--- config.mk ---
export PLATFORM = sky130hd
export DESIGN_NAME = mem_arbiter
export DESIGN_NICKNAME = d
export VERILOG_FILES = /design/src/rtl/mem_arbiter_pkg.sv /design/src/rtl/mem_arbiter_addr_decode.sv /design/src/rtl/mem_arbiter.sv
export SDC_FILE = /design/constraint.sdc
export NUM_CORES = 1
export LEC_CHECK = 0
export ABC_AREA = 1
export BUFFER_PORTS_ARGS = -buffer_cell sky130_fd_sc_hd__buf_4
export CORE_MARGIN = 10
export CORE_UTILIZATION = 49
export CTS_CLUSTER_SIZE = 8
export DETAILED_ROUTE_END_ITERATION = 6
export PLACE_DENSITY_LB_ADDON = 0.2
export SYNTH_ARGS = -nofsm -noshare
export SYNTH_HDL_FRONTEND = slang
export SYNTH_SLANG_ARGS = --single-unit
export TNS_END_PERCENT = 10
--- constraint.sdc ---
create_clock -name CLK_100MHz -period 1.5 [get_ports CLK_100MHz]
set_input_delay 0.075 -clock CLK_100MHz [delete_from_list [all_inputs] [get_ports CLK_100MHz]]
set_output_delay 0.075 -clock CLK_100MHz [all_outputs]
set_load 0.02 [all_outputs]
--- src/rtl/mem_arbiter_pkg.sv ---
// Shared types and default address map for the two-port memory arbiter.
package mem_arbiter_pkg;

    // Arbiter transaction phases.
    typedef enum logic [1:0] {
        IDLE  = 2'd0,
        ISSUE = 2'd1,
        RESP  = 2'd2
    } state_t;

    // Which port owns the transaction in flight.
    typedef enum logic {
        OWN_CPU = 1'b0,
        OWN_DBG = 1'b1
    } owner_t;

    // Default address map: 2K words of RAM followed by the LED and button registers.
    localparam int DEF_RAM_WORDS = 2048;
    localparam int DEF_LED_ADDR  = 2048;
    localparam int DEF_BUT_ADDR  = 2049;

    localparam int DATA_W     = 16;
    localparam int ADDR_W     = 16;
    localparam int RAM_ADDR_W = 11;

endpackage

--- src/rtl/mem_arbiter_addr_decode.sv ---
// Address decoder: classifies a 16-bit bus address as RAM, LED register or button input.
module mem_addr_decode
    import mem_arbiter_pkg::*;
#(
    parameter int RAM_WORDS = DEF_RAM_WORDS,
    parameter int LED_ADDR  = DEF_LED_ADDR,
    parameter int BUT_ADDR  = DEF_BUT_ADDR
) (
    input  logic [ADDR_W-1:0] addr,
    output logic              is_ram,
    output logic              is_led,
    output logic              is_but
);

    // One extra bit so RAM_WORDS = 65536 still compares correctly.
    localparam logic [ADDR_W:0]   RAM_LIMIT = (ADDR_W+1)'(RAM_WORDS);
    localparam logic [ADDR_W-1:0] LED_A     = ADDR_W'(LED_ADDR);
    localparam logic [ADDR_W-1:0] BUT_A     = ADDR_W'(BUT_ADDR);

    // RAM takes precedence so an overlapping register address still hits RAM.
    always_comb begin
        is_ram = ({1'b0, addr} < RAM_LIMIT);
        is_led = !is_ram && (addr == LED_A);
        is_but = !is_ram && !is_led && (addr == BUT_A);
    end

endmodule

--- src/rtl/mem_arbiter.sv ---
// Two-port (CPU / debug loader) arbiter in front of a synchronous RAM, an LED
// register and a synchronized button input. Each transaction runs
// IDLE -> ISSUE -> RESP; the owner's ack pulses in RESP.
// Optional feature: define ARB_ROUND_ROBIN_EN for round-robin arbitration on
// contention; otherwise the CPU port has fixed priority.
module mem_arbiter
    import mem_arbiter_pkg::*;
#(
    parameter int RAM_WORDS = DEF_RAM_WORDS,
    parameter int LED_ADDR  = DEF_LED_ADDR,
    parameter int BUT_ADDR  = DEF_BUT_ADDR
) (
    input  logic                  CLK_100MHz,
    input  logic                  RST_N,
    input  logic                  cpu_req,
    input  logic                  cpu_we,
    input  logic [ADDR_W-1:0]     cpu_addr,
    input  logic [DATA_W-1:0]     cpu_wdata,
    output logic                  cpu_ack,
    output logic [DATA_W-1:0]     cpu_rdata,
    input  logic                  dbg_req,
    input  logic                  dbg_we,
    input  logic [ADDR_W-1:0]     dbg_addr,
    input  logic [DATA_W-1:0]     dbg_wdata,
    output logic                  dbg_ack,
    output logic [DATA_W-1:0]     dbg_rdata,
    output logic [RAM_ADDR_W-1:0] ram_addr,
    output logic [DATA_W-1:0]     ram_dataW,
    output logic                  ram_load,
    input  logic [DATA_W-1:0]     ram_dataR,
    output logic [DATA_W-1:0]     led,
    input  logic [DATA_W-1:0]     but
);

    state_t              state_reg, state_next;
    owner_t              owner_reg;
    owner_t              win_next;
    logic                any_req;
    logic                we_reg;
    logic [ADDR_W-1:0]   addr_reg;
    logic [DATA_W-1:0]   wdata_reg;
    logic [DATA_W-1:0]   led_reg;
    logic [DATA_W-1:0]   but_meta_reg, but_sync_reg;
    logic [DATA_W-1:0]   cpu_rdata_reg, dbg_rdata_reg;
    logic [DATA_W-1:0]   rd_mux;
    logic                is_ram, is_led, is_but;
    logic                resp_cpu, resp_dbg;

    assign any_req = cpu_req | dbg_req;

`ifdef ARB_ROUND_ROBIN_EN
    // Last contention winner; starts at dbg so the CPU wins the first contention.
    owner_t rr_last_reg;

    // Winner selection: the port that lost the previous contention wins this one.
    always_comb begin
        win_next = OWN_CPU;
        if (cpu_req && dbg_req)
            win_next = (rr_last_reg == OWN_CPU) ? OWN_DBG : OWN_CPU;
        else if (dbg_req)
            win_next = OWN_DBG;
    end

    // Only contended grants move the pointer, so an uncontested grant to the
    // loser does not hand it priority again on the next contention.
    always_ff @(posedge CLK_100MHz or negedge RST_N) begin
        if (!RST_N)
            rr_last_reg <= OWN_DBG;
        else if (state_reg == IDLE && cpu_req && dbg_req)
            rr_last_reg <= win_next;
    end
`else
    // Winner selection: fixed CPU priority.
    always_comb begin
        win_next = cpu_req ? OWN_CPU : OWN_DBG;
    end
`endif

    // Address decode of the latched transaction address.
    mem_addr_decode #(
        .RAM_WORDS (RAM_WORDS),
        .LED_ADDR  (LED_ADDR),
        .BUT_ADDR  (BUT_ADDR)
    ) u_decode (
        .addr   (addr_reg),
        .is_ram (is_ram),
        .is_led (is_led),
        .is_but (is_but)
    );

    // State register.
    always_ff @(posedge CLK_100MHz or negedge RST_N) begin
        if (!RST_N)
            state_reg <= IDLE;
        else
            state_reg <= state_next;
    end

    // Next-state logic: every transaction takes exactly three cycles.
    always_comb begin
        state_next = state_reg;
        case (state_reg)
            IDLE:    if (any_req) state_next = ISSUE;
            ISSUE:   state_next = RESP;
            RESP:    state_next = IDLE;
            default: state_next = IDLE;
        endcase
    end

    // Capture the winning port's operands when a transaction starts.
    always_ff @(posedge CLK_100MHz or negedge RST_N) begin
        if (!RST_N) begin
            owner_reg <= OWN_CPU;
            we_reg    <= 1'b0;
            addr_reg  <= '0;
            wdata_reg <= '0;
        end else if (state_reg == IDLE && any_req) begin
            owner_reg <= win_next;
            we_reg    <= (win_next == OWN_DBG) ? dbg_we    : cpu_we;
            addr_reg  <= (win_next == OWN_DBG) ? dbg_addr  : cpu_addr;
            wdata_reg <= (win_next == OWN_DBG) ? dbg_wdata : cpu_wdata;
        end
    end

    // Two-flop synchronizer for the asynchronous buttons.
    always_ff @(posedge CLK_100MHz or negedge RST_N) begin
        if (!RST_N) begin
            but_meta_reg <= '0;
            but_sync_reg <= '0;
        end else begin
            but_meta_reg <= but;
            but_sync_reg <= but_meta_reg;
        end
    end

    // LED register updates on the edge that ends RESP of an LED write.
    always_ff @(posedge CLK_100MHz or negedge RST_N) begin
        if (!RST_N)
            led_reg <= '0;
        else if (state_reg == RESP && we_reg && is_led)
            led_reg <= wdata_reg;
    end

    // Read-data mux; RAM data is valid in RESP, one cycle after the address.
    always_comb begin
        rd_mux = '0;
        if (is_ram)
            rd_mux = ram_dataR;
        else if (is_led)
            rd_mux = led_reg;
        else if (is_but)
            rd_mux = but_sync_reg;
    end

    assign resp_cpu = (state_reg == RESP) && (owner_reg == OWN_CPU);
    assign resp_dbg = (state_reg == RESP) && (owner_reg == OWN_DBG);

    // Hold the last returned word per port so rdata is stable between acks.
    always_ff @(posedge CLK_100MHz or negedge RST_N) begin
        if (!RST_N) begin
            cpu_rdata_reg <= '0;
            dbg_rdata_reg <= '0;
        end else begin
            if (resp_cpu) cpu_rdata_reg <= rd_mux;
            if (resp_dbg) dbg_rdata_reg <= rd_mux;
        end
    end

    assign cpu_ack   = resp_cpu;
    assign dbg_ack   = resp_dbg;
    assign cpu_rdata = resp_cpu ? rd_mux : cpu_rdata_reg;
    assign dbg_rdata = resp_dbg ? rd_mux : dbg_rdata_reg;

    // RAM side: address and data come straight from the latched operands so they
    // fall to zero the moment reset asserts; the write strobe lives only in ISSUE.
    assign ram_addr  = addr_reg[RAM_ADDR_W-1:0];
    assign ram_dataW = wdata_reg;
    assign ram_load  = (state_reg == ISSUE) && we_reg && is_ram;
    assign led       = led_reg;

endmodule

### After elaboration in Yosys (flattened, before gate mapping)

Cells that the tools add are included.

* flip-flop bits (word level): 116
* input bits: 102
* output and inout bits: 78
* word-level logic and storage cells: 42

* order comparisons: 1
* equal/unequal tests: 5
* multiplexer cells: 11
* bitwise operators: 2
* reduce and logical (&&, ||, !) cells: 13

Operators with widths (number)
* 16-bit 2-to-1 mux: 7
* 16-bit by 12-bit == test with 1-bit output (second input constant): 2
* 16-bit by 12-bit < comparator with 1-bit output (second input constant): 1
* 1-bit logical AND: 10
* 2-bit case mux with 2 select lines: 1
* 2-bit by 1-bit == test with 1-bit output (second input constant): 1
* 2-bit == test (second input constant): 1
* 1-bit logical NOT: 2
* 2-bit logical NOT: 1
* 1-bit 2-to-1 mux: 2
* 2-bit 2-to-1 mux: 1
* 2-bit != test (second input constant): 1
* 1-bit NOT: 1
* 1-bit OR: 1

### Logic depth before layout (Yosys ltp)

Gate-level depths: netlist of the first run.

* word-level depth: 10
* gate-level depth with buffers: 9
* mapped depth without buffers: 8

### By module

Synthesis of the first run repeated with hierarchy kept, for this count alone.

* cells, all modules: 545
* area total of the unflattened synthesis: 4943.5 um^2

By module, submodules not included
* mem_arbiter: times used 1, cells each 514, area each 4817.1 um^2, sequential area each 2902.8 um^2
* mem_addr_decode: times used 1, cells each 31, area each 126.4 um^2, sequential area each 0.0 um^2

### Worst setup path after synthesis of the first run

OpenSTA, ideal clock, no wires.

* path type: reg2reg
* start: reg addr_reg[7]
* end: reg cpu_rdata_reg[5]
* arrival time: 1.342 ns
* required time: 1.395 ns
* setup slack: 0.053 ns
* stages on the path, launching flop included: 9
* path buffers: 1
* path through: dfrtp_1 -> nor2_1 -> nand2_2 -> nor2_4 -> buf_6 -> nand3_1 -> nand3_1 -> nand2_1 -> nand2_1

* cells in the longest elaborated chain, start to end: 10

RTL lines
* from (decl): RTL line mem_arbiter.sv:40 `logic [ADDR_W-1:0] addr_reg;`
* from (signal assigned): RTL line mem_arbiter.sv:120 `addr_reg <= (win_next == OWN_DBG) ? dbg_addr : cpu_addr;`
* 16-bit by 12-bit < comparator with 1-bit output: RTL line mem_arbiter_addr_decode.sv:22 `is_ram = ({1'b0, addr} < RAM_LIMIT);`
* 1-bit logical NOT: RTL line mem_arbiter_addr_decode.sv:23, mem_arbiter_addr_decode.sv:24
* 1-bit logical AND: RTL line mem_arbiter_addr_decode.sv:23 `is_led = !is_ram && (addr == LED_A);`
* 1-bit logical NOT: RTL line mem_arbiter_addr_decode.sv:24 `is_but = !is_ram && !is_led && (addr == BUT_A);`
* 1-bit logical AND (2 in series): RTL line mem_arbiter_addr_decode.sv:24
* 16-bit 2-to-1 mux: RTL line mem_arbiter.sv:151 `else if (is_but)`
* 16-bit 2-to-1 mux: RTL line mem_arbiter.sv:149 `else if (is_led)`
* 16-bit 2-to-1 mux *: RTL line mem_arbiter.sv:147 `if (is_ram)`
* 16-bit 2-to-1 mux *
* net cpu_rdata[5]: RTL line mem_arbiter.sv:20 `output logic [DATA_W-1:0] cpu_rdata,`
* to (signal assigned): RTL line mem_arbiter.sv:164 `if (resp_cpu) cpu_rdata_reg <= rd_mux;`
* to (decl): RTL line mem_arbiter.sv:44 `logic [DATA_W-1:0] cpu_rdata_reg, dbg_rdata_reg;`

Mark *: on every way through the listed nets, which the timed path passes. The rest lies on a longest branch.
A chain may end at the register's enable or synchronous reset.

### Worst setup path after layout of the first run

* start: reg addr_reg[14]
* end: out dbg_rdata[7]

* cells in the longest elaborated chain, start to end: 10

RTL lines
* 16-bit by 12-bit < comparator with 1-bit output: RTL line mem_arbiter_addr_decode.sv:22
* 1-bit logical NOT: RTL line mem_arbiter_addr_decode.sv:23, mem_arbiter_addr_decode.sv:24
* 1-bit logical AND: RTL line mem_arbiter_addr_decode.sv:23
* 1-bit logical NOT: RTL line mem_arbiter_addr_decode.sv:24
* 1-bit logical AND (2 in series): RTL line mem_arbiter_addr_decode.sv:24
* 16-bit 2-to-1 mux: RTL line mem_arbiter.sv:151
* 16-bit 2-to-1 mux: RTL line mem_arbiter.sv:149
* 16-bit 2-to-1 mux *: RTL line mem_arbiter.sv:147
* 16-bit 2-to-1 mux *
* to (decl): RTL line mem_arbiter.sv:26 `output logic [DATA_W-1:0] dbg_rdata,`

Every way passes the cells marked *; elsewhere a longest branch is shown, timed or not.

==> metrics.log, run 1 <==
[metrics] initial antenna violation count: 1
[metrics] Final Max Tran Viols: 0
[metrics] wire length of the first global-routing pass: ~30000 um
[metrics] Post-Route Skew: 0.00851 ns
[metrics] Final ANT Viol Nets: 0
[metrics] top metal layer carrying routed signals: met4
[metrics] worst r2r path cells: 10
[metrics] total iterations of the first detailed-routing run: 5
[metrics] adder and majority gate portion of the synthesized area: 0%
[metrics] initial drt markers: between 400 and 500
[metrics] areal power density over the cells: between 1500 and 2000 nW/um^2
[metrics] Post-Layout Cell Count: around 1000
[metrics] unique cell type count in the Yosys netlist: 20
[metrics] Chip Height: between 100 and 150 um
[metrics] master of the slowest instance on the critical path: sky130_fd_sc_hd__dfrtp_1
[metrics] xor-xnor portion of the synthesized cell area: 0%
[metrics] result of the run: finished with violations
[metrics] CORE AREA: ~9700 sq um
[metrics] number of cells on the critical path: 10
[metrics] worst hold slack after final layout: 0.0498 ns
[metrics] max cap viols: 0
[metrics] total area of sequential cells: a little under 3000 sq um
[metrics] number of global-route vias before repair: roughly 5600
[metrics] leakage power figure: approximately 0.0045 uW
[metrics] Data required, critical path: about 1.4 ns
[metrics] CP cell instances: nor2_2 > nand2_2 > nor2_4 > buf_12 > clkbuf_16 > nand3_1 > nand3_2 > nand2_1 > nand2_2 > buf_6
[metrics] count of state elements after synthesis: ~120
[metrics] Layout Utilization: around nine tenths
[metrics] Highest Clock Rate: roughly 450 MHz
[metrics] cell family contributing the most delay on the critical path: simple AND/OR/NAND/NOR gates
[metrics] Hold Fails Final Rpt: 0
[metrics] post-place instance area: ~6500 sq um
[metrics] most used cells in the layout excluding fill and tap cells: sky130_fd_sc_hd__buf_4, sky130_fd_sc_hd__nand2_1, sky130_fd_sc_hd__dfrtp_1
[metrics] Cell Rows: 36
[metrics] quantity of I/O buffers inserted on ports: approximately 180
[metrics] H-tree Lvls: 4
[metrics] number of instances in the synthesized netlist: approximately 540
[metrics] Synth Area per Inst: about 9 sq um
[metrics] maximum number of pins on one net before global-route repair: between 70 and 80
[metrics] Synth Area in Simple Gates: 21.4%
[metrics] placed cell count: around 850
[metrics] average via count per standard cell: about 5.3
[metrics] total gr overflow: 0
[metrics] critical path peak fanout: 8
[metrics] leading cell type in the layout, fill and taps excluded: sky130_fd_sc_hd__buf_4
[metrics] multiplexer share of the synthesized area: 0%
[metrics] share of the synthesized area in compound gates (AO/OA/AOI/OAI): a little over 10%
[metrics] sequential element share of the synthesized area: approximately 60%
[metrics] final weighted congestion of routability-driven global placement: between 0.8 and 0.9
[metrics] clock transition at the registers of the reported paths: about 0.060 ns
[metrics] worst slew margin relative to its limit: 74.8%
[metrics] number of cells on the worst hold path: 4
[metrics] top-level port count: 180
[metrics] area enclosed by the die boundary: around 14000 sq um
[metrics] remaining design rule violation count: 0
[metrics] FF-to-FF setup slack: -0.26 ns
[metrics] met2 wire len: ~11000 um
[metrics] layout cells sized above 1: 41.9%
[metrics] type of the setup path with the least slack: flop to primary output
[metrics] critical path startpoint category: flop
[metrics] Worst-Margin Slew: ~0.38 ns
[metrics] CTS sink cnt: 116
[metrics] clock tree from TritonCTS: yes
[metrics] clock insertion delay at the later pin of the skew report: roughly 0.53 ns
[metrics] initial core utilization: about half
[metrics] largest vdd supply drop: about 0.0010 V
[metrics] layout overhead on the synthesized area: 82.0%
[metrics] library cell appearing most often on the critical path: sky130_fd_sc_hd__nand2_2
[metrics] HP Class: input port to flop
[metrics] time the final worst path needs with I/O delays and setup: ~2.2 ns
[metrics] final worst path period share: 148%
[metrics] design area: between 8000 and 9000 sq um
[metrics] DP Wirelength: roughly 10000 um
[metrics] Final setup viols: 67
[metrics] number of warnings issued by yosys: 0
[metrics] Total GRT Usage: around a quarter
[metrics] Max Root-Sink Buffers: 2
[metrics] met1 wire length: approximately 7400 um
[metrics] longest individual stage delay on the worst path: ~0.40 ns
[metrics] combined area of the multi-input logic cells: approximately 1900 sq um
[metrics] unrepaired setup endpoints after global routing: true
[metrics] routed wire length per instance: around 20 um
[metrics] smallest setup slack after layout: -0.721 ns
[metrics] worst path bufs/invs: 3
[metrics] critical path capture point type: primary output
[metrics] failing checks: setup timing
[metrics] Critical Path AT: 2.15 ns
[metrics] main combinational cell family by area after synthesis: simple AND/OR/NAND/NOR gates
[metrics] syn_nets: around 650
[metrics] routed length on met3: between 1500 and 2000 um
[metrics] setup total negative slack: -25.20 ns
[metrics] total number of vias: ~5300
[metrics] Final #Nets: about 960
[metrics] mapped cell area: slightly below 5000 sq um
[metrics] die width: ~120 um
[metrics] number of clock buffers inserted by TritonCTS: 17
[metrics] fill cell total of the finished layout: between 300 and 400
[metrics] CTS root buf: sky130_fd_sc_hd__clkbuf_8
[metrics] Final Routed Wirelength: ~21000 um
## kinds of logic (layout without fill, tap and decap cells)
group | count (synthesis) | in the layout
simple gates | 250 | 250
flops | 116 | 116
buf+inv | 94 | 417
compound gates | 84 | 84
other cells | 0 | 3
## final timing paths
| kind | from | endpoint |
|---|---|---|
| max | addr_reg[14] | dbg_rdata[7] |
| min | cpu_req | ram_dataW[13] |
| max reg2reg | addr_reg[14] | led[6] |
| min reg2reg | but_meta_reg[15] | but_sync_reg[15] |
| max in group asynchronous | RST_N | ram_dataW[6] |
| min in group asynchronous | RST_N | dbg_rdata_reg[15] |
## what timing repair did
| action | CTS | global route |
|---|---|---|
| gates resized for setup | 78 | 60 |
| cloned | 1 | 3 |
| setup endpoints to repair | 38 | 79 |
| buffers inserted | 9 | 13 |
| hold buffers | 99 | 0 |
| pin swaps | 9 | 22 |
| hold endpoints to repair | 194 | 0 |
## per-layer routing
metal	GRT usage, %	up-vias
li1	-	2349
met1	28.3	2575
met2	44.4	295
met3	9.80	74
met4	10.3	0
met5	0	-
## synth_stat cells, drive strengths merged
cell | instances | area [sq um]
nor2 | 17 | 91.3
and3 | 1 | 6.26
buf | 29 | 195
dfrtp | 116 | 2900
inv | 55 | 206
o211ai | 19 | 143
nand3 | 50 | 263
o21ai | 65 | 348
nand2 | 182 | 686
clkbuf | 9 | 33.8
clkinv | 1 | 3.75
## report_power, final
group / internal, uW / switching [uW]
clock: 3030 / 1420
sequential: 4070 / 502
combinational: 2980 / 3780
total: 10100 / 5700
## layout make-up
cell class,instances,area share [%]
well taps,133,1.87
multi-input cells,334,21.1
diodes,3,0.0845
clock inverters,9,1.96
flip-flops and latches,116,32.7
repair buffers,330,34.4
inverters,56,2.55
clock buffers,22,5.33
## stage by stage
step	power (uW)	setup WS, ns
global route	16400	-0.755
global placement	9550	-0.0164
CTS	14900	-0.593
detailed placement	9680	-0.0740
finish	15800	-0.721
floorplan	7340	0.0530
## worst register-to-register path, stage by stage, from the launching register on
cell and delay [ns]:
sky130_fd_sc_hd__dfrtp_1 0.40, sky130_fd_sc_hd__nor2_2 0.14, sky130_fd_sc_hd__nand2_2 0.09, sky130_fd_sc_hd__nor2_4 0.14, sky130_fd_sc_hd__buf_12 0.15, sky130_fd_sc_hd__clkbuf_16 0.17, sky130_fd_sc_hd__buf_6 0.11, sky130_fd_sc_hd__nand3_4 0.07
sky130_fd_sc_hd__buf_12 0.18, sky130_fd_sc_hd__nand2_1 0.08, sky130_fd_sc_hd__o21ai_0 0.10
Power figures use the tool's default switching activity.
==> run 2: changes to the inputs <==
CELL_PAD_IN_SITES_DETAIL_PLACEMENT = 1   (was default)
CELL_PAD_IN_SITES_GLOBAL_PLACEMENT = 2   (was default)
CORE_UTILIZATION = 28   (was 49)
==> run 2 against run 1 <==
The run ends with hold timing, setup timing left. Clock-buffer cell count rose by 1. Die area grew 61%. Via count fell by 13%. Register-to-register slack improved by 0.08 ns. Critical path depth stayed put. Clock skew down 0.0019 ns. Routed wire length fell by 14%. Sequential power decreased by 2%.
==> metrics.log, run 2 (synthesized netlist as in run 1, its figures left out) <==
[metrics] share of total power consumed by net switching: 34.6%
[metrics] setup total negative slack: -17.99 ns
[metrics] worst slew margin relative to its limit: 60.8%
[metrics] Inserted Diodes: 0
[metrics] critical path peak fanout: 5
[metrics] largest vdd supply drop: 0.000896 V
[metrics] unrepaired setup endpoints after global routing: true
[metrics] leading cell type in the layout, fill and taps excluded: sky130_fd_sc_hd__buf_4
[metrics] Post-Route Skew: between 0.006 and 0.007 ns
[metrics] Post-Layout Cell Count: ~1000
[metrics] H-tree Lvls: 4
[metrics] routed wire length per instance: 17.1 um
[metrics] quantity of I/O buffers inserted on ports: around 180
[metrics] CP cell instances: nor2_1 > nand2_2 > nor2_4 > buf_12 > clkbuf_16 > nand3_1 > nand3_2 > nand2_2 > nand2_2 > buf_6
[metrics] master of the slowest instance on the critical path: sky130_fd_sc_hd__dfrtp_1
[metrics] Critical Path AT: approximately 1.9 ns
[metrics] time the final worst path needs with I/O delays and setup: approximately 2 ns
[metrics] Final setup viols: 58
[metrics] Data required, critical path: 1.42 ns
[metrics] initial antenna violation count: 0
[metrics] library cell appearing most often on the critical path: sky130_fd_sc_hd__nand2_2
[metrics] Hold Fails Final Rpt: 1
[metrics] average via count per standard cell: between 4 and 5
[metrics] HP Class: input port to flop
[metrics] result of the run: finished with violations
[metrics] share of power burned in registers: ~29%
[metrics] critical path startpoint category: flop
[metrics] Cell Rows: between 40 and 50
[metrics] CTS root buf: sky130_fd_sc_hd__clkbuf_16
[metrics] die width: around 150 um
[metrics] initial core utilization: about 28%
[metrics] failing checks: hold timing, setup timing
[metrics] total number of vias: approximately 4600
[metrics] wire length of the first global-routing pass: 28100 um
[metrics] Total GRT Usage: between 10% and 20%
[metrics] total gr overflow: 0
[metrics] initial drt markers: about 180
[metrics] Final Routed Wirelength: 17800 um
[metrics] Highest Clock Rate: 499 MHz
[metrics] Max Root-Sink Buffers: 2
[metrics] final weighted congestion of routability-driven global placement: around 0.76
[metrics] clock network fraction of design power: a little under a third
[metrics] DP Wirelength: 12700 um
[metrics] critical path capture point type: primary output
[metrics] CTS sink cnt: between 100 and 150
[metrics] number of global-route vias before repair: around 5000
[metrics] combinational share of power: between 40% and 50%
[metrics] placed cell count: 937
[metrics] clock insertion delay at the later pin of the skew report: 0.41 ns
[metrics] leakage power figure: roughly 0.0043 uW
[metrics] type of the setup path with the least slack: flop to primary output
[metrics] remaining design rule violation count: 0
[metrics] areal power density over the cells: between 1500 and 2000 nW/um^2
[metrics] Final Total Pwr: approximately 15000 uW
[metrics] total iterations of the first detailed-routing run: 4
[metrics] max cap viols: 0
[metrics] Final ANT Viol Nets: 0
[metrics] Final #Nets: around 900
[metrics] maximum number of pins on one net before global-route repair: 68
[metrics] area enclosed by the die boundary: 23100 sq um
[metrics] Worst-Margin Slew: 0.587 ns
[metrics] sw power: between 5000 and 6000 uW
[metrics] internal power: 10100 uW
[metrics] number of clock buffers inserted by TritonCTS: 17
[metrics] clock tree from TritonCTS: yes
[metrics] final worst path period share: 134%
[metrics] top-level port count: between 150 and 200
[metrics] clock transition at the registers of the reported paths: 0.05 ns
[metrics] most used cells in the layout excluding fill and tap cells: sky130_fd_sc_hd__buf_4, sky130_fd_sc_hd__nand2_1, sky130_fd_sc_hd__dfrtp_1
[metrics] Chip Height: 152 um
[metrics] worst hold slack after final layout: -0.0154 ns
[metrics] layout cells sized above 1: between 40% and 50%
[metrics] CORE AREA: 17200 sq um
[metrics] longest individual stage delay on the worst path: just under 0.4 ns
[metrics] smallest setup slack after layout: -0.504 ns
[metrics] layout overhead on the synthesized area: 73.3%
[metrics] Final Max Tran Viols: 0
run 2: cell types whose count changed in the layout (fill, tap and decap cells not counted), moves of 3 or more:
cell / delta
sky130_fd_sc_hd__nand2_2: -3
sky130_fd_sc_hd__nand3_4: -4
sky130_fd_sc_hd__dlygate4sd3_1: -48
sky130_fd_sc_hd__nand3_2: +9
sky130_fd_sc_hd__diode_2: -3
sky130_fd_sc_hd__nand2_1: +3
sky130_fd_sc_hd__buf_4: -5
sky130_fd_sc_hd__nand3_1: -5
run 2: routing by layer:
layer,up-vias,GRT usage [%],wire [um]
met4,0,5.50,314
met2,138,23.7,8400
met5,-,0,0
li1,2240,-,-
met3,24,4.80,1120
met1,2197,18.8,7970
run 2: area by class of cell:
class                      count  area [sq um]
clock buffer                  23           478
clock inverter                 9           198
fill                        1942          8720
inverter                      56           215
multi-input combinational    334          1870
sequential                   116          2900
tap                          225           282
timing repair buffer         276          2510
run 2: repair_timing:
| action | in CTS | in global routing |
|---|---|---|
| setup endpoints to repair | 57 | 98 |
| gates cloned | 2 | 2 |
| hold endpoints to repair | 128 | 0 |
| resized for setup | 86 | 50 |
| hold buffers | 51 | 0 |
| buffers inserted | 7 | 10 |
| pin swaps | 10 | 29 |
run 2: final timing paths:
kind	slack [ns]	startpoint	cells past startpoint	endpoint
worst max-delay path	-0.50	addr_reg[14]	10	cpu_rdata[10]
worst min-delay path	-0.02	dbg_req	3	state_reg[0]
worst max register to register	-0.18	addr_reg[14]	10	led[10]
worst min register to register	0.35	but_meta_reg[4]	0	but_sync_reg[4]
max in group asynchronous	0.77	RST_N	3	ram_dataW[11]
min in group asynchronous	0.15	RST_N	2	cpu_rdata_reg[15]
run 2: metrics by stage:
stage	cell area, sq um	util, %	setup slack (ns)
finish	8460	49.2	-0.504
global route	8460	49.2	-0.567
CTS	8180	47.6	-0.554
detailed placement	6590	38.4	-0.143
global placement	6590	38.4	-0.0710
floorplan	4880	-	0.0530
run 2: critical path, delay by kind of cell (launching register included):
kind	cells	cell delay [ns]
buffers and inverters	3	0.41
and+or+nand+nor	7	0.71
DFF	1	0.39
run 2: power by group through the flow:
stage,combinational (uW),sequential (uW),clock [uW]
after floorplan,2630,4720,0
after global placement,5280,4490,0
after detailed placement,5360,4530,0
after CTS,6110,4500,4740
after global routing,6830,4620,4890
final,6230,4500,4640
==> run 3: changes to the inputs <==
--- a/config.mk
+++ b/config.mk
@@ -11,3 +11,3 @@
 export CELL_PAD_IN_SITES_GLOBAL_PLACEMENT = 2
-export CORE_MARGIN = 10
+export CORE_MARGIN = 5
 export CORE_UTILIZATION = 28
--- a/constraint.sdc
+++ b/constraint.sdc
@@ -3,2 +3,2 @@
 set_output_delay 0.075 -clock CLK_100MHz [all_outputs]
-set_load 0.02 [all_outputs]
+set_load 0.01 [all_outputs]
==> run 3 against run 2 <==
Core utilization down 2.3 points. Die area down 13%. Non-clock buffer count down 6. Clock-buffer cell count up 2. Final cell count down 0.77%. Flip-flop and latch count unchanged. Critical path depth unchanged. Maximum frequency up 0.83%. Critical path type unchanged. Global-route usage up 1.4 points. Routed wire length down 5.4%. Via count down 0.24%. Clock skew down 0.00056 ns. The flow finishes with violations (setup timing).
==> metrics.log, run 3 (synthesized netlist as in run 1, its figures left out) <==
[metrics] die width: 142 um
[metrics] Data required, critical path: 1.42 ns
[metrics] initial core utilization: 28.4%
[metrics] remaining design rule violation count: 0
[metrics] clock tree from TritonCTS: yes
[metrics] total gr overflow: 0
[metrics] Final Routed Wirelength: 16800 um
[metrics] max cap viols: 0
[metrics] Final ANT Viol Nets: 0
[metrics] post-place instance area: between 6000 and 7000 sq um
[metrics] Critical Path AT: about 1.9 ns
[metrics] Post-Route Skew: 0.00610 ns
[metrics] final worst path period share: 133%
[metrics] CTS root buf: sky130_fd_sc_hd__clkbuf_16
[metrics] longest individual stage delay on the worst path: roughly 0.38 ns
[metrics] Cell Rows: 48
[metrics] Final #Nets: roughly 900
[metrics] initial antenna violation count: 0
[metrics] layout overhead on the synthesized area: 65.4%
[metrics] clock insertion delay at the later pin of the skew report: between 0.4 and 0.5 ns
[metrics] Worst-Margin Slew: between 0.4 and 0.5 ns
[metrics] Inserted Diodes: 0
[metrics] library cell appearing most often on the critical path: sky130_fd_sc_hd__nand2_2
[metrics] design area: ~8100 sq um
[metrics] critical path peak fanout: 8
[metrics] number of global-route vias before repair: between 5000 and 6000
[metrics] H-tree Lvls: 4
[metrics] routed wire length per instance: roughly 16 um
[metrics] CP cell instances: nor2_2 > nand2_2 > nor2_4 > buf_12 > clkbuf_16 > nand3_1 > nand3_2 > nand2_1 > nand2_2 > buf_4
[metrics] Layout Utilization: 47.0%
[metrics] CTS sink cnt: between 100 and 150
[metrics] met2 wire len: 8070 um
[metrics] worst slew margin relative to its limit: 66.9%
[metrics] HP Class: input port to flop
[metrics] initial drt markers: 146
[metrics] Chip Height: ~140 um
[metrics] number of cells on the critical path: 10
[metrics] total iterations of the first detailed-routing run: 4
[metrics] layout cells sized above 1: 38.8%
[metrics] met1 wire length: 7400 um
[metrics] critical path capture point type: primary output
[metrics] number of cells on the worst hold path: 5
[metrics] maximum number of pins on one net before global-route repair: slightly below 70
[metrics] Total GRT Usage: 16.5%
[metrics] clock transition at the registers of the reported paths: around 0.05 ns
[metrics] type of the setup path with the least slack: flop to primary output
[metrics] unrepaired setup endpoints after global routing: true
[metrics] critical path startpoint category: flop
[metrics] Post-Layout Cell Count: 1031
[metrics] Hold Fails Final Rpt: 0
[metrics] Highest Clock Rate: between 500 and 600 MHz
[metrics] wire length of the first global-routing pass: around 26000 um
[metrics] master of the slowest instance on the critical path: sky130_fd_sc_hd__dfrtp_1
[metrics] area enclosed by the die boundary: about 20000 sq um
[metrics] Final setup viols: 50
[metrics] fill cell total of the finished layout: ~2000
[metrics] routed length on met3: between 1000 and 1500 um
[metrics] final weighted congestion of routability-driven global placement: between 0.7 and 0.8
[metrics] Max Root-Sink Buffers: 2
[metrics] areal power density over the cells: between 1500 and 2000 nW/um^2
[metrics] total number of vias: 4588
[metrics] most used cells in the layout excluding fill and tap cells: sky130_fd_sc_hd__buf_4, sky130_fd_sc_hd__nand2_1, sky130_fd_sc_hd__dfrtp_1
[metrics] number of clock buffers inserted by TritonCTS: 17
[metrics] DP Wirelength: roughly 12000 um
[metrics] Final Max Tran Viols: 0
[metrics] leading cell type in the layout, fill and taps excluded: sky130_fd_sc_hd__buf_4
[metrics] leakage power figure: 0.00415 uW
[metrics] largest vdd supply drop: 0.000675 V
[metrics] top-level port count: 180
[metrics] result of the run: finished with violations
[metrics] average via count per standard cell: ~4.5
[metrics] cell family contributing the most delay on the critical path: simple AND/OR/NAND/NOR gates
[metrics] worst path bufs/invs: 3
[metrics] CORE AREA: between 15000 and 20000 sq um
[metrics] top metal layer carrying routed signals: met4
[metrics] placed cell count: 936
[metrics] worst r2r path cells: 10
[metrics] smallest setup slack after layout: -0.488 ns
[metrics] time the final worst path needs with I/O delays and setup: a little under 2 ns
[metrics] failing checks: setup timing
[metrics] quantity of I/O buffers inserted on ports: between 150 and 200
==> run 3: metrics by stage <==
stage / power, uW / hold slack [ns] / TNS [ns] / worst slack, ns
after floorplan: 6740 / -0.221 / 0 / 0.139
after global placement: 9050 / 0.0685 / -0.312 / -0.0390
after detailed placement: 9150 / 0.0716 / -1.06 / -0.0830
after CTS: 13100 / 0.00130 / -14.61 / -0.477
after global routing: 14100 / 0.0234 / -22.57 / -0.611
final: 13200 / 0.0143 / -16.56 / -0.488
==> run 3: worst paths after layout <==
| kind | startpoint | end | slack, ns |
|---|---|---|---|
| worst max-delay path | addr_reg[9] | cpu_rdata[5] | -0.49 |
| max in group asynchronous | RST_N | but_sync_reg[9] | 0.78 |
| worst min-delay path | cpu_addr[6] | addr_reg[6] | 0.01 |
| worst max register to register | addr_reg[9] | led[6] | -0.17 |
| min in group asynchronous | RST_N | dbg_rdata_reg[4] | 0.18 |
| worst min register to register | but_meta_reg[2] | but_sync_reg[2] | 0.34 |
==> run 3: where the power goes <==
part	leakage (uW)	internal (uW)	switching, uW	total (uW)
registers	0.00147	4060	443	4510
clock network	0.000269	2290	1340	3640
logic	0.00241	2380	2680	5070
total	0.00415	8740	4470	13200
==> run 3: worst min-delay path, cell delays in order <==
cell	delay, ns
sky130_fd_sc_hd__buf_4	0.11
sky130_fd_sc_hd__inv_1	0.04
sky130_fd_sc_hd__nand2_1	0.04
sky130_fd_sc_hd__o21ai_0	0.05
sky130_fd_sc_hd__o21ai_0	0.07
==> run 3: what timing repair did <==
| action | CTS | global route |
|---|---|---|
| gates cloned | 0 | 4 |
| pin swaps | 1 | 5 |
| endpoints found under the hold margin | 75 | 0 |
| hold buffers | 53 | 0 |
| buffers inserted | 1 | 7 |
| gates resized for setup | 26 | 37 |
| endpoints found under the setup margin | 41 | 73 |
==> run 3: layout make-up <==
type / count / area, sq um / area share (%)
Timing Repair Buffer: 270 / 2380 / 29.5
Clock inverter: 5 / 25.0 / 0.310
Clock buffer: 25 / 505 / 6.27
Multi-Input combinational cell: 334 / 1760 / 21.8
Tap cell: 225 / 282 / 3.49
Sequential cell: 116 / 2900 / 36.0
Inverter: 56 / 219 / 2.71
==> run 3: per-layer routing <==
metal | vias up | track usage (%)
met5 | - | 0
met4 | 0 | 5.81
met3 | 20 | 5.17
met2 | 135 | 26.3
met1 | 2216 | 21.2
li1 | 2217 | -
